==> config.mk <==
export PLATFORM = sky130hd
export DESIGN_NAME = wb_arbiter
export DESIGN_NICKNAME = d
export VERILOG_FILES = /design/src/rtl/wb_arbiter_pkg.sv /design/src/rtl/wb_fifo.sv /design/src/rtl/wb_arbiter.sv
export SDC_FILE = /design/constraint.sdc
export NUM_CORES = 1
export LEC_CHECK = 0
export CELL_PAD_IN_SITES_DETAIL_PLACEMENT = 2
export CELL_PAD_IN_SITES_GLOBAL_PLACEMENT = 2
export CORE_MARGIN = 10
export CORE_UTILIZATION = 35
export DETAILED_ROUTE_END_ITERATION = 16
export PLACE_DENSITY = 0.75
export SLEW_MARGIN = 25
export SYNTH_ARGS = -nofsm -noshare
export SYNTH_HDL_FRONTEND = slang
export SYNTH_SLANG_ARGS = --single-unit
==> constraint.sdc <==
create_clock -name clk -period 7.7 [get_ports clk]
set_input_delay 0.77 -clock clk [delete_from_list [all_inputs] [get_ports clk]]
set_output_delay 0.77 -clock clk [all_outputs]
set_load 0.01 [all_outputs]
==> src/rtl/wb_arbiter_pkg.sv <==
`default_nettype none
// ============================================================
// Package : wb_arbiter_pkg
// Purpose : shared write-back packet type, widths and tag age helper
// Rev     : 1.0
// ============================================================
package wb_arbiter_pkg;

    localparam int ROB_IDX_W = 5;
    localparam int PREG_W    = 7;
    localparam int DATA_W    = 32;
    localparam int NUM_SRC   = 3;

    typedef struct packed {
        logic                 valid;
        logic [ROB_IDX_W-1:0] rob_tag;
        logic [PREG_W-1:0]    pd;
        logic                 we;
        logic [DATA_W-1:0]    data;
    } wb_pkt_t;

    typedef enum logic [1:0] {
        SRC_ALU = 2'd0,
        SRC_BR  = 2'd1,
        SRC_MEM = 2'd2
    } src_e;

    // Ages are distances from the ROB head, so wrap-around compares correctly.
    function automatic logic is_younger(input logic [ROB_IDX_W-1:0] tag,
                                        input logic [ROB_IDX_W-1:0] flush_tag,
                                        input logic [ROB_IDX_W-1:0] head,
                                        input int                   rob_size);
        int age_t;
        int age_f;
        age_t = (int'(tag) + rob_size - int'(head)) % rob_size;
        age_f = (int'(flush_tag) + rob_size - int'(head)) % rob_size;
        return age_t > age_f;
    endfunction

endpackage
`default_nettype wire

==> src/rtl/wb_fifo.sv <==
`default_nettype none
// ============================================================
// Module  : wb_fifo
// Purpose : per-source result queue with age-based flush and compaction
// Rev     : 1.0
// ============================================================
module wb_fifo
    import wb_arbiter_pkg::*;
#(
    parameter int FIFO_DEPTH = 2,
    parameter int ROB_SIZE   = 32
) (
    input  logic                 clk,
    input  logic                 reset,
    input  wb_pkt_t              push_pkt,
    input  logic                 pop,
    input  logic                 flush,
    input  logic [ROB_IDX_W-1:0] flush_tag,
    input  logic [ROB_IDX_W-1:0] rob_head,
    output wb_pkt_t              head_pkt,
    output logic                 head_ok,
    output logic                 ready,
    output logic                 overflow
);

    localparam int PTR_W = $clog2(FIFO_DEPTH);
    localparam int CNT_W = PTR_W + 1;

    wb_pkt_t          mem_q [FIFO_DEPTH];
    wb_pkt_t          mem_d [FIFO_DEPTH];
    logic [PTR_W-1:0] rd_q, rd_d;
    logic [CNT_W-1:0] cnt_q, cnt_d;
    logic [PTR_W-1:0] wr_ptr;
    logic             full;
    logic             push_ok;
    logic             push_acc;

    always_comb begin
        logic [CNT_W-1:0] n;
        wb_pkt_t          e;
        n        = '0;
        e        = '0;
        full     = (cnt_q == CNT_W'(FIFO_DEPTH));
        ready    = !full;
        head_pkt = mem_q[rd_q];
        head_ok  = (cnt_q != '0) &&
                   !(flush && is_younger(mem_q[rd_q].rob_tag, flush_tag, rob_head, ROB_SIZE));
        push_ok  = push_pkt.valid &&
                   !(flush && is_younger(push_pkt.rob_tag, flush_tag, rob_head, ROB_SIZE));
        // A pop frees the slot this cycle, so a push at full still fits.
        push_acc = push_ok && (!full || pop);
        overflow = push_ok && full && !pop;
        wr_ptr   = rd_q + PTR_W'(cnt_q);
        mem_d    = mem_q;
        rd_d     = rd_q;
        cnt_d    = cnt_q;
        if (!flush) begin
            if (push_acc) begin
                mem_d[wr_ptr] = push_pkt;
            end
            if (pop) begin
                rd_d = rd_q + PTR_W'(1);
            end
            cnt_d = cnt_q + CNT_W'(push_acc) - CNT_W'(pop);
        end else begin
            // Rebuild survivors in program order starting at slot 0.
            rd_d = '0;
            for (int i = 0; i < FIFO_DEPTH; i++) begin
                e = mem_q[rd_q + PTR_W'(i)];
                if ((CNT_W'(i) < cnt_q) && !(pop && (i == 0)) &&
                    !is_younger(e.rob_tag, flush_tag, rob_head, ROB_SIZE)) begin
                    mem_d[n[PTR_W-1:0]] = e;
                    n = n + CNT_W'(1);
                end
            end
            if (push_acc) begin
                mem_d[n[PTR_W-1:0]] = push_pkt;
                n = n + CNT_W'(1);
            end
            cnt_d = n;
        end
    end

    always_ff @(posedge clk) begin
        if (!reset) begin
            rd_q  <= '0;
            cnt_q <= '0;
        end else begin
            rd_q  <= rd_d;
            cnt_q <= cnt_d;
        end
    end

    always_ff @(posedge clk) begin
        mem_q <= mem_d;
    end

endmodule
`default_nettype wire

==> src/rtl/wb_arbiter.sv <==
`default_nettype none
// ============================================================
// Module  : wb_arbiter
// Purpose : round-robin write-back arbiter of ALU/branch/MEM results onto the CDB
// Rev     : 1.0
// ============================================================
module wb_arbiter
    import wb_arbiter_pkg::*;
#(
    parameter int FIFO_DEPTH = 2,
    parameter int ROB_SIZE   = 32
) (
    input  logic                 clk,
    input  logic                 reset,
    input  wb_pkt_t              alu_in,
    input  wb_pkt_t              b_in,
    input  wb_pkt_t              mem_in,
    output logic                 alu_ready,
    output logic                 b_ready,
    output logic                 mem_ready,
    input  logic [ROB_IDX_W-1:0] rob_head,
    input  logic                 mispredict,
    input  logic [ROB_IDX_W-1:0] mispredict_tag,
    output wb_pkt_t              cdb_out,
    output logic                 overflow_err
);

    wb_pkt_t            src_pkt  [NUM_SRC];
    wb_pkt_t            head_pkt [NUM_SRC];
    logic [NUM_SRC-1:0] head_ok;
    logic [NUM_SRC-1:0] grant;
    logic [NUM_SRC-1:0] fifo_ready;
    logic [NUM_SRC-1:0] fifo_ovf;

    src_e    rr_q, rr_d;
    wb_pkt_t cdb_q, cdb_d;
    logic    ovf_q, ovf_d;

    assign src_pkt[SRC_ALU] = alu_in;
    assign src_pkt[SRC_BR]  = b_in;
    assign src_pkt[SRC_MEM] = mem_in;

    generate
        for (genvar g = 0; g < NUM_SRC; g++) begin : g_fifo
            wb_fifo #(
                .FIFO_DEPTH (FIFO_DEPTH),
                .ROB_SIZE   (ROB_SIZE)
            ) u_fifo (
                .clk       (clk),
                .reset     (reset),
                .push_pkt  (src_pkt[g]),
                .pop       (grant[g]),
                .flush     (mispredict),
                .flush_tag (mispredict_tag),
                .rob_head  (rob_head),
                .head_pkt  (head_pkt[g]),
                .head_ok   (head_ok[g]),
                .ready     (fifo_ready[g]),
                .overflow  (fifo_ovf[g])
            );
        end
    endgenerate

    always_comb begin
        logic       found;
        logic [1:0] win;
        logic [1:0] idx;
        int         pos;
        found = 1'b0;
        win   = SRC_ALU;
        idx   = SRC_ALU;
        pos   = 0;
        grant = '0;
        // Scan starting at the source after the previous winner.
        for (int k = 0; k < NUM_SRC; k++) begin
            pos = int'(rr_q) + k;
            if (pos >= NUM_SRC) begin
                pos = pos - NUM_SRC;
            end
            idx = 2'(pos);
            if (!found && head_ok[idx]) begin
                found      = 1'b1;
                win        = idx;
                grant[idx] = 1'b1;
            end
        end
        rr_d        = rr_q;
        cdb_d       = cdb_q;
        cdb_d.valid = 1'b0;
        if (found) begin
            cdb_d       = head_pkt[win];
            cdb_d.valid = 1'b1;
            case (win)
                SRC_ALU: rr_d = SRC_BR;
                SRC_BR:  rr_d = SRC_MEM;
                default: rr_d = SRC_ALU;
            endcase
        end
        ovf_d = ovf_q | (|fifo_ovf);
    end

    always_ff @(posedge clk) begin
        if (!reset) begin
            rr_q  <= SRC_ALU;
            cdb_q <= '0;
            ovf_q <= 1'b0;
        end else begin
            rr_q  <= rr_d;
            cdb_q <= cdb_d;
            ovf_q <= ovf_d;
        end
    end

    assign alu_ready    = fifo_ready[SRC_ALU];
    assign b_ready      = fifo_ready[SRC_BR];
    assign mem_ready    = fifo_ready[SRC_MEM];
    assign cdb_out      = cdb_q;
    assign overflow_err = ovf_q;

endmodule
`default_nettype wire

[After elaboration in Yosys (flattened, before gate mapping)]
Cells that the tools add are included.
Cells by class
  $add $sub $neg: 43
  multipliers: 0
  divide/modulo/power cells: 0
  order comparisons: 49
  equality and inequality tests: 4
  shifts and indexed selects: 0
  mux-type cells: 113
  bitwise gates (word level): 30
  reductions and logical operators: 86
Operators by type and width (number)
  2-to-1 mux 46 bit: 34
  2-to-1 mux 92 bit: 15
  bitwise mux 92 bit: 9
  demux 46 bit (select 1 bit): 9
  subtractor 32 x 6 -> 32 bit: 9
  binary-select mux 46 bit (select 2 bit): 1
  2-to-1 mux 45 bit: 2
  adder 5 x 6 -> 7 bit, second input constant: 10
  > comparator 6 bit: 9
  OR reduction 5 bit: 10
  logical AND 1 bit: 44
  2-to-1 mux 2 bit: 21
  >= comparator 2 bit, second input constant: 16
  inverter 1 -> 2 bit: 15
  zero test 1 bit: 20
  < comparator 2 x 1 -> 1 bit, second input constant: 9
  adder 2 x 1 -> 2 bit, second input constant: 6
  < comparator 1 x 2 -> 1 bit, first input constant: 6
  2-to-1 mux 1 bit: 12
  nonzero test 2 bit: 6
  bitwise AND 1 bit: 10
  < comparator 2 x 3 -> 1 bit, second input constant: 3
  2-to-1 mux 3 bit: 3
  subtractor 7 x 5 -> 8 bit: 1
  other kinds (23): 45
Word-level totals
  register bits after elaboration: 334
  bits in latches: 0
  RAM bits: 0
  memory bits (read-only): 0
  bits of input ports: 151
  output and inout bits: 50
  logic and storage cells: 368
  memories kept: 0

[Depth between registers and ports, before layout]
Gate-level depths: netlist of run 1.
  depth after elaboration: 37
  gate-level depth with buffers: 25
  gate-level depth less buffers: 23

[By module]
A second synthesis of run 1 with hierarchy kept.
Unflattened totals
  cell total of the unflattened synthesis: 2556
  area, all modules: 25635.8 um^2
By module, submodules not included
  wb_fifo (g_fifo[0].u_fifo): times used 1, cells each 754, area each 7722.4 um^2, sequential area each 2822.7 um^2
  wb_fifo (g_fifo[1].u_fifo): times used 1, cells each 775, area each 7641.1 um^2, sequential area each 2822.7 um^2
  wb_fifo (g_fifo[2].u_fifo): times used 1, cells each 763, area each 7614.8 um^2, sequential area each 2822.7 um^2
  wb_arbiter: times used 1, cells each 264, area each 2657.5 um^2, sequential area each 980.9 um^2

[Worst setup path after synthesis of run 1]
No wires, ideal clock.
  path kind: register to register
  start point: reg g_fifo[0].u_fifo.rd_q
  end point: reg g_fifo[0].u_fifo.mem_q[0] in the netlist's numbering (enable)
  library setup time: 510 ps
  data arrival time: 7713 ps
  data required time: 7190 ps
  slack: -523 ps
  stages on the path, launching flop included: 20
  buffers on the path: 2
  period minus slack after synthesis: 8223 ps
  path through: dfxtp_1 -> clkbuf_1 -> buf_1 -> mux2i_1 -> ha_1 -> inv_1 -> fa_1 -> a21o_1 -> a21oi_1 -> xor3_1 -> ha_1 -> and3_1 -> o21ai_1 -> a31oi_2 -> or3_1 -> mux2_2 -> o31a_1 -> nand2_2 -> o21bai_4 -> o21ai_0
On the way
  cells in the longest elaborated chain, start to end: 24
  elaborated cells on any way between the ends: 32
  those cells by class: add/sub (2); order compare (1); mux (14); bitwise (4); reduce/logical (11)
RTL lines
  from (decl): line wb_fifo.sv:31  | logic [PTR_W-1:0] rd_q, rd_d;
  from (signal assigned): line wb_fifo.sv:89  | rd_q <= rd_d;
  inverter 1 -> 2 bit (implied by the code) (*): line wb_fifo.sv:47  | !(flush && is_younger(mem_q[rd_q].rob_tag, flush_tag, rob_head, ROB_SIZE));
  2-to-1 mux 46 bit (*) (3 in series)
  adder 5 x 6 -> 7 bit (*): line wb_arbiter_pkg.sv:35  | age_t = (int'(tag) + rob_size - int'(head)) % rob_size;
  subtractor 32 x 6 -> 32 bit (*): line wb_arbiter_pkg.sv:35
  OR reduction 5 bit (no line)
  bitwise AND 1 bit (no line)
  > comparator 6 bit (*): line wb_arbiter_pkg.sv:37  | return age_t > age_f;
  logical AND 1 bit (*): line wb_fifo.sv:47
  [... 7 more ...]
  2-to-1 mux 1 bit: line wb_arbiter.sv:81  | if (!found && head_ok[idx]) begin
  zero test 1 bit: line wb_arbiter.sv:81
  logical AND 1 bit: line wb_arbiter.sv:81
  2-to-1 mux 3 bit (*): line wb_arbiter.sv:81
  net g_fifo[0].u_fifo.pop: line wb_fifo.sv:16  | input logic pop,
  logical OR 1 bit (*): line wb_fifo.sv:51  | push_acc = push_ok && (!full || pop);
  logical AND 1 bit (*): line wb_fifo.sv:51
  nonzero test 2 bit (no line) (*)
  to (signal assigned): line wb_fifo.sv:95  | mem_q <= mem_d;
  to (decl): line wb_fifo.sv:29  | wb_pkt_t mem_q [FIFO_DEPTH];
The timed path passes the listed nets; every way through them passes the cells marked *. The select of a mux whose other input is x is not followed.
A chain may end at the register's enable or synchronous reset.

==> results.toml, run 1 <==
[run_status]
outcome = "complete, no violations"

[routing]
vias = 17400
drt-initial-drc-count = 1309
drc_errors = 0
wl_mm = 79.3
ant_nets = 0
drt-wirelength-per-cell_um = 26.2
first_pass_iters = 5
vias_per_cell = 5.75

[logic_synthesis]
synth_edf_count = 270
syn_area_per_cell_um2 = 10.9
synthesis.nets = 2280
synth_seq_cells = 328
synth.top_cell.area_share_pct = 36.9
yosys_most_used_dff = "edfxtp_1"
synthArstFlopShare_pct = 0
yosys.area.top_type = "edfxtp_1"
yosys_warnings = 0
synthTopCellsByArea = "edfxtp_1 (37%), mux2i_1 (16%), ha_1 (5.7%)"
syn_area_mm2 = 0.0220
synth-seq-area-share_pct = 42.2
yosysUniqueCellTypes = 75
syn_inst = 2018

[cts]
cts_root_buf = "clkbuf_16"
cts_buffers = 40
numClockSinks = 328
clk_latency_ns = 0.57
cts_buffer_depth = 3
cts_setup_buffers = 0
cts_resized = 0
cts_tree = "done"
cts_max_level = 2
ctsHoldBuffers = 0
clk_pin_slew_ns = 0.06

[worst_setup_path]
ff2ff_path_depth = 19
worstPathMaxFanout = 41
crit_chain = "clkdlybuf4s50_1 > ha_1 > inv_1 > fa_1 > a21o_1 > a21oi_1 > xor3_1 > ha_1 > and3_1 > a31o_1 > a31oi_2 > o32ai_2 > nor4_1 > nand4b_4 > or3_1 > inv_1 > ha_1 > o31ai_4 > buf_4 > nand2_1 > o21ai_1"
crit_top_cell = "ha_1"
start_kind = "input pin"
endpoint_kind = "register"
cp_slowest_stage_delay_ns = 0.82
crit_arrival_ns = 7.07
cpMaxStageDelayCell = "clkdlybuf4s50_1"
criticalPathCategory = "in -> reg"
required_ns = 8.09

[global_routing]
antenna_found_initial = 2
grt_overflow = 0
grt_pass1_vias = 18900
grt_max_degree = 94
track_usage_pct = 21.0
grt_first_pass_wirelength_mm = 121

[finish]
areaGrowthSynthToFinish_pct = 19.6
fin_nets = 2420
final-seq-area_mm2 = 0.00928
antenna_cells = 0
multi_input_area_mm2 = 0.0118
nFillCells = 6381
drive_gt1_share_pct = 10.6
final_common_cell = "mux2i_1"
final_cell_mix = "mux2i_1 (356), edfxtp_1 (270), clkdlybuf4s50_1 (200), o2bb2ai_1 (131), nand3_1 (124)"

[place]
gp_congestion = 0.815
io_buffer_count = 200
post-dp-hpwl_mm = 54.6

[timing]
worstMarginPinSlew_ns = 0.959
setup_viol = 0
slew_viol_final = 0
finalHoldViolCount = 0
fin_tns_setup_ns = 0
timing.final.crit_share_pct = 86.7
slew_headroom_pct = 36.1
holdWs_ns = 0.551
min_period_ns = 6.68
fin_skew_ns = 0.0142
fmax_ghz = 0.150
rsz0062_at_grt = "no"

[floorplanning]
start_util_pct = 35.5
fp-row-count = 91
io_pins = 201
die_h_um = 271
core_mm2 = 0.0619
die-area_mm2 = 0.0732
die_x_um = 271

[power_and_ir_drop]
max-vdd-ir-drop_mv = 0.267
p_leak_uw = 0.0102
cellPowerDensity_mw_per_mm2 = 534

[flow_run]
cap_violations = 0

[min_path]
worstHoldPathType = "reg -> reg"
holdPathStages = 2
## critical path: cells and delay by family
family	cells	cell delay (ns)
AO/OA/AOI/OAI	7	1.42
XOR/XNOR	1	0.34
adder cells (fa/ha/maj)	4	1.45
buffers and inverters	4	1.50
AND/OR/NAND/NOR	5	1.54
## layer usage
layer  GRT usage, %  vias to the layer above  part of all wire (%)
li1               -                     7987                     -
met3           3.13                       88                   4.9
met5              0                        -                 0.015
met2           34.0                      444                    47
met4           5.16                        2                   2.1
met1           28.9                     8885                    46
## cell families (layout without fill, tap and decap cells)
group	Yosys count	in the layout	share of synthesized area [%]
AND/OR/NAND/NOR	296	296	6.53
adder cells (fa/ha/maj)	113	113	6.75
multiplexers	429	429	20.1
flip-flops	328	328	42.2
AO/OA/AOI/OAI	585	585	17.6
buffers and inverters	215	387	4.74
XOR/XNOR	52	52	2.14
## registers in the layout (all words and copies together), names as in the netlist
register and cells:
g_fifo.u_fifo.mem_q 270, overflow_err 1, cdb_out 46, g_fifo.u_fifo.cnt_q 6
rr_q 2, g_fifo.u_fifo.rd_q 3
## path summary, 6_finish.rpt
path	end	start	slack, ns
worst max-delay path	g_fifo[1].u_fifo.mem_q[82]	rob_head[0]	1.02
worst max register to register	g_fifo[1].u_fifo.mem_q[82]	g_fifo[0].u_fifo.rd_q	1.10
worst min register to register	cdb_out[38]	cdb_out[38]	0.55
worst min-delay path	cdb_out[38]	cdb_out[38]	0.55
## power by group
part	internal, µW	switching [µW]
combinational	3210	5010
clock	1180	806
sequential	3180	658
## final cells by class
type	count	area share (%)
clock buffer	54	4.36
clock inverter	20	0.766
inverter	65	0.928
multi-input combinational	1475	44.9
sequential	328	35.3
tap	837	3.98
timing repair buffer	248	9.80
## stage by stage
stage	total power (µW)	utilization [%]	area, µm²	setup slack (ns)	cells
2_1_floorplan	9260	-	22000	0.648	2018
3_3_place_gp	11500	40.3	24900	0.822	2953
3_5_place_dp	12000	40.3	24900	0.583	2953
4_1_cts	14100	42.4	26300	1.04	3027
5_1_grt	15100	42.4	26300	0.573	3027
6_report	14000	42.4	26300	1.02	3027
## cells in the mapped netlist, drive strengths merged, types with 5 or more instances
cell / instances
mux2i: 359
edfxtp: 270
o21ai: 216
o2bb2ai: 131
nand3: 125
a21oi: 111
ha: 101
clkbuf: 84
mux2: 70
nand2: 70
buf: 66
inv: 64
dfxtp: 58
nor2: 54
o22ai: 47
xnor2: 33
a21o: 24
xor2: 18
nor2b: 13
fa: 10
o21a: 10
nand2b: 8
a211oi: 6
o31ai: 6
or2: 6
and2: 5
o211a: 5
No activity file was read; power rests on OpenSTA's default activity.
==> run 2, diff against run 1 <==
--- a/config.mk
+++ b/config.mk
@@ -14,4 +14,5 @@
 export SLEW_MARGIN = 25
 export SYNTH_ARGS = -nofsm -noshare
 export SYNTH_HDL_FRONTEND = slang
+export SYNTH_HIERARCHICAL = 1
 export SYNTH_SLANG_ARGS = --single-unit
==> run 2 against run 1 <==
- worst setup slack worse by 0.39 ns
- fmax down 5.5%
- area after synthesis up 15%
- die area up 14%
- routed wire length up 38%
- final cell count up 18%
- register-to-register slack worse by 0.39 ns
- cell area up 11%
- synthesized cell count up 25%
- via count up 37%
- clock-buffer cell count up 5
- sequential cell count unchanged
- critical path type unchanged
- critical endpoint is now g_fifo[0].u_fifo/mem_q[25]
- largest cell class unchanged
==> results.toml, run 2 <==
[cts]
cts_resized = 0
cts_buffer_depth = 3
ctsHoldBuffers = 0
cts_tree = "done"
clk_latency_ns = 0.59
clk_pin_slew_ns = 0.06
cts_max_level = 2
cts_buffers = 42
cts_setup_buffers = 0
cts_root_buf = "clkbuf_16"
numClockSinks = 328

[global_routing]
grt_max_degree = 70
top_usage_layer = "met2"
grt_first_pass_wirelength_mm = 164
track_usage_pct = 25.2
antenna_found_initial = 0
met1_usage_pct = 34.1
grt_pass1_vias = 25100
globalRouteMet3Util_pct = 2.71
grt_overflow = 0
met2_usage_pct = 41.8

[timing]
fmax_ghz = 0.142
setup_viol = 0
timing.final.crit_share_pct = 91.8
worstMarginPinSlew_ns = 1.07
rsz0062_at_grt = "no"
slew_headroom_pct = 28.7
fin_skew_ns = 0.0218
min_period_ns = 7.07
finalHoldViolCount = 0
slew_viol_final = 0

[logic_synthesis]
syn_inst = 2521
synthesis.nets = 2793
yosys_warnings = 6
syn_area_mm2 = 0.0252
syn_area_per_cell_um2 = 10.0

[finish]
fin_nets = 2858
largest_reg_flops = 270
final-seq-area_mm2 = 0.00928
final_common_cell = "edfxtp_1"
multi_input_area_mm2 = 0.0144
drive_gt1_share_pct = 12.8
final_cell_mix = "edfxtp_1 (270), and3_1 (230), clkdlybuf4s50_1 (199), a221o_1 (177), mux2_2 (141)"
areaGrowthSynthToFinish_pct = 15.9
top_register = "g_fifo.u_fifo/mem_q"
final_util_pct = 40.9
nFillCells = 7500

[routing]
first_pass_iters = 6
vias_per_cell = 6.67
drt-initial-drc-count = 2285
drc_errors = 0
vias = 23800
ant_nets = 0
drt-wirelength-per-cell_um = 30.7
wl_mm = 110

[worst_setup_path]
path_buf_inv = 4
required_ns = 8.14
criticalPathCategory = "in -> reg"
crit_arrival_ns = 7.50
cp_slowest_stage_delay_ns = 0.70
cp_top_family = "compound AO/OA/AOI/OAI gates"
cpMaxStageDelayCell = "clkdlybuf4s50_1"
endpoint_kind = "register"
worstPathMaxFanout = 25
start_kind = "input pin"

[floorplanning]
die-area_mm2 = 0.0833
io_pins = 201
die_x_um = 289
core_mm2 = 0.0715
die_h_um = 289
fp-row-count = 98
start_util_pct = 35.3

[flow_run]
cap_violations = 0

[place]
io_buffer_count = 200
gp_congestion = 0.844
post-dp-hpwl_mm = 71.2

[min_path]
worstHoldPathType = "reg -> reg"

[run_status]
outcome = "complete, no violations"
==> run 2: worst reg2reg max path, cell delays in order, from the launching register on <==
cell and delay (ns):
dfxtp_4 0.51, mux2i_1 0.40, ha_1 0.23, inv_1 0.07
fa_1 0.41, a21o_1 0.18, a21oi_1 0.19, xor3_1 0.36
ha_1 0.34, nand3_1 0.13, or2_1 0.30, o21a_1 0.14
a21oi_1 0.30, mux2i_1 0.15, o22ai_2 0.34, nor2_1 0.14
a22oi_1 0.17, o21ai_0 0.14, or2_2 0.37, nor2_8 0.10
ha_1 0.23, a21boi_1 0.10, or2_1 0.26, nor2_4 0.57
buf_4 0.47, a221o_1 0.24
==> run 2: metal layers <==
metal	wire (µm)	vias to the layer above	share of wire, %
li1	-	10200	-
met1	46700	12400	43
met2	52200	1002	48
met3	7820	189	7.1
met4	2780	0	2.5
met5	0	-	0
==> run 2: path summary, 6_finish.rpt <==
kind / start / to / slack, ns / depth (start not counted)
max reg2reg: g_fifo[0].u_fifo/rd_q / g_fifo[0].u_fifo/mem_q[25] / 0.71 / 25
max: rob_head[1] / g_fifo[0].u_fifo/mem_q[25] / 0.63 / 25
min: cdb_out[17] / cdb_out[17] / 0.51 / 2
min reg2reg: cdb_out[17] / cdb_out[17] / 0.51 / 2
==> run 2: stage by stage <==
step / setup slack [ns] / TNS (ns) / cell area [µm²] / std cells / hold slack (ns)
finish: 0.633 / 0 / 29300 / 3571 / 0.509
global route: 0.115 / 0 / 29300 / 3570 / 0.544
CTS: 0.752 / 0 / 29300 / 3570 / 0.512
detailed placement: 0.157 / 0 / 28000 / 3492 / 0.498
global placement: 0.376 / 0 / 28000 / 3492 / 0.477
floorplan: -0.371 / -33.37 / 25200 / 2521 / 0.456
==> run 2: final cells by class <==
class,count,area share (%)
Sequential cell,328,31.7
Clock buffer,59,3.91
Tap cell,950,4.06
Clock inverter,19,0.526
Multi-Input combinational cell,1834,49.2
Timing Repair Buffer,281,9.29
Inverter,99,1.27
Antenna cell,1,0.00855
Power of run 2 is not shown: default switching activity piles up to over one toggle a cycle in this logic, so the estimate is an artifact.
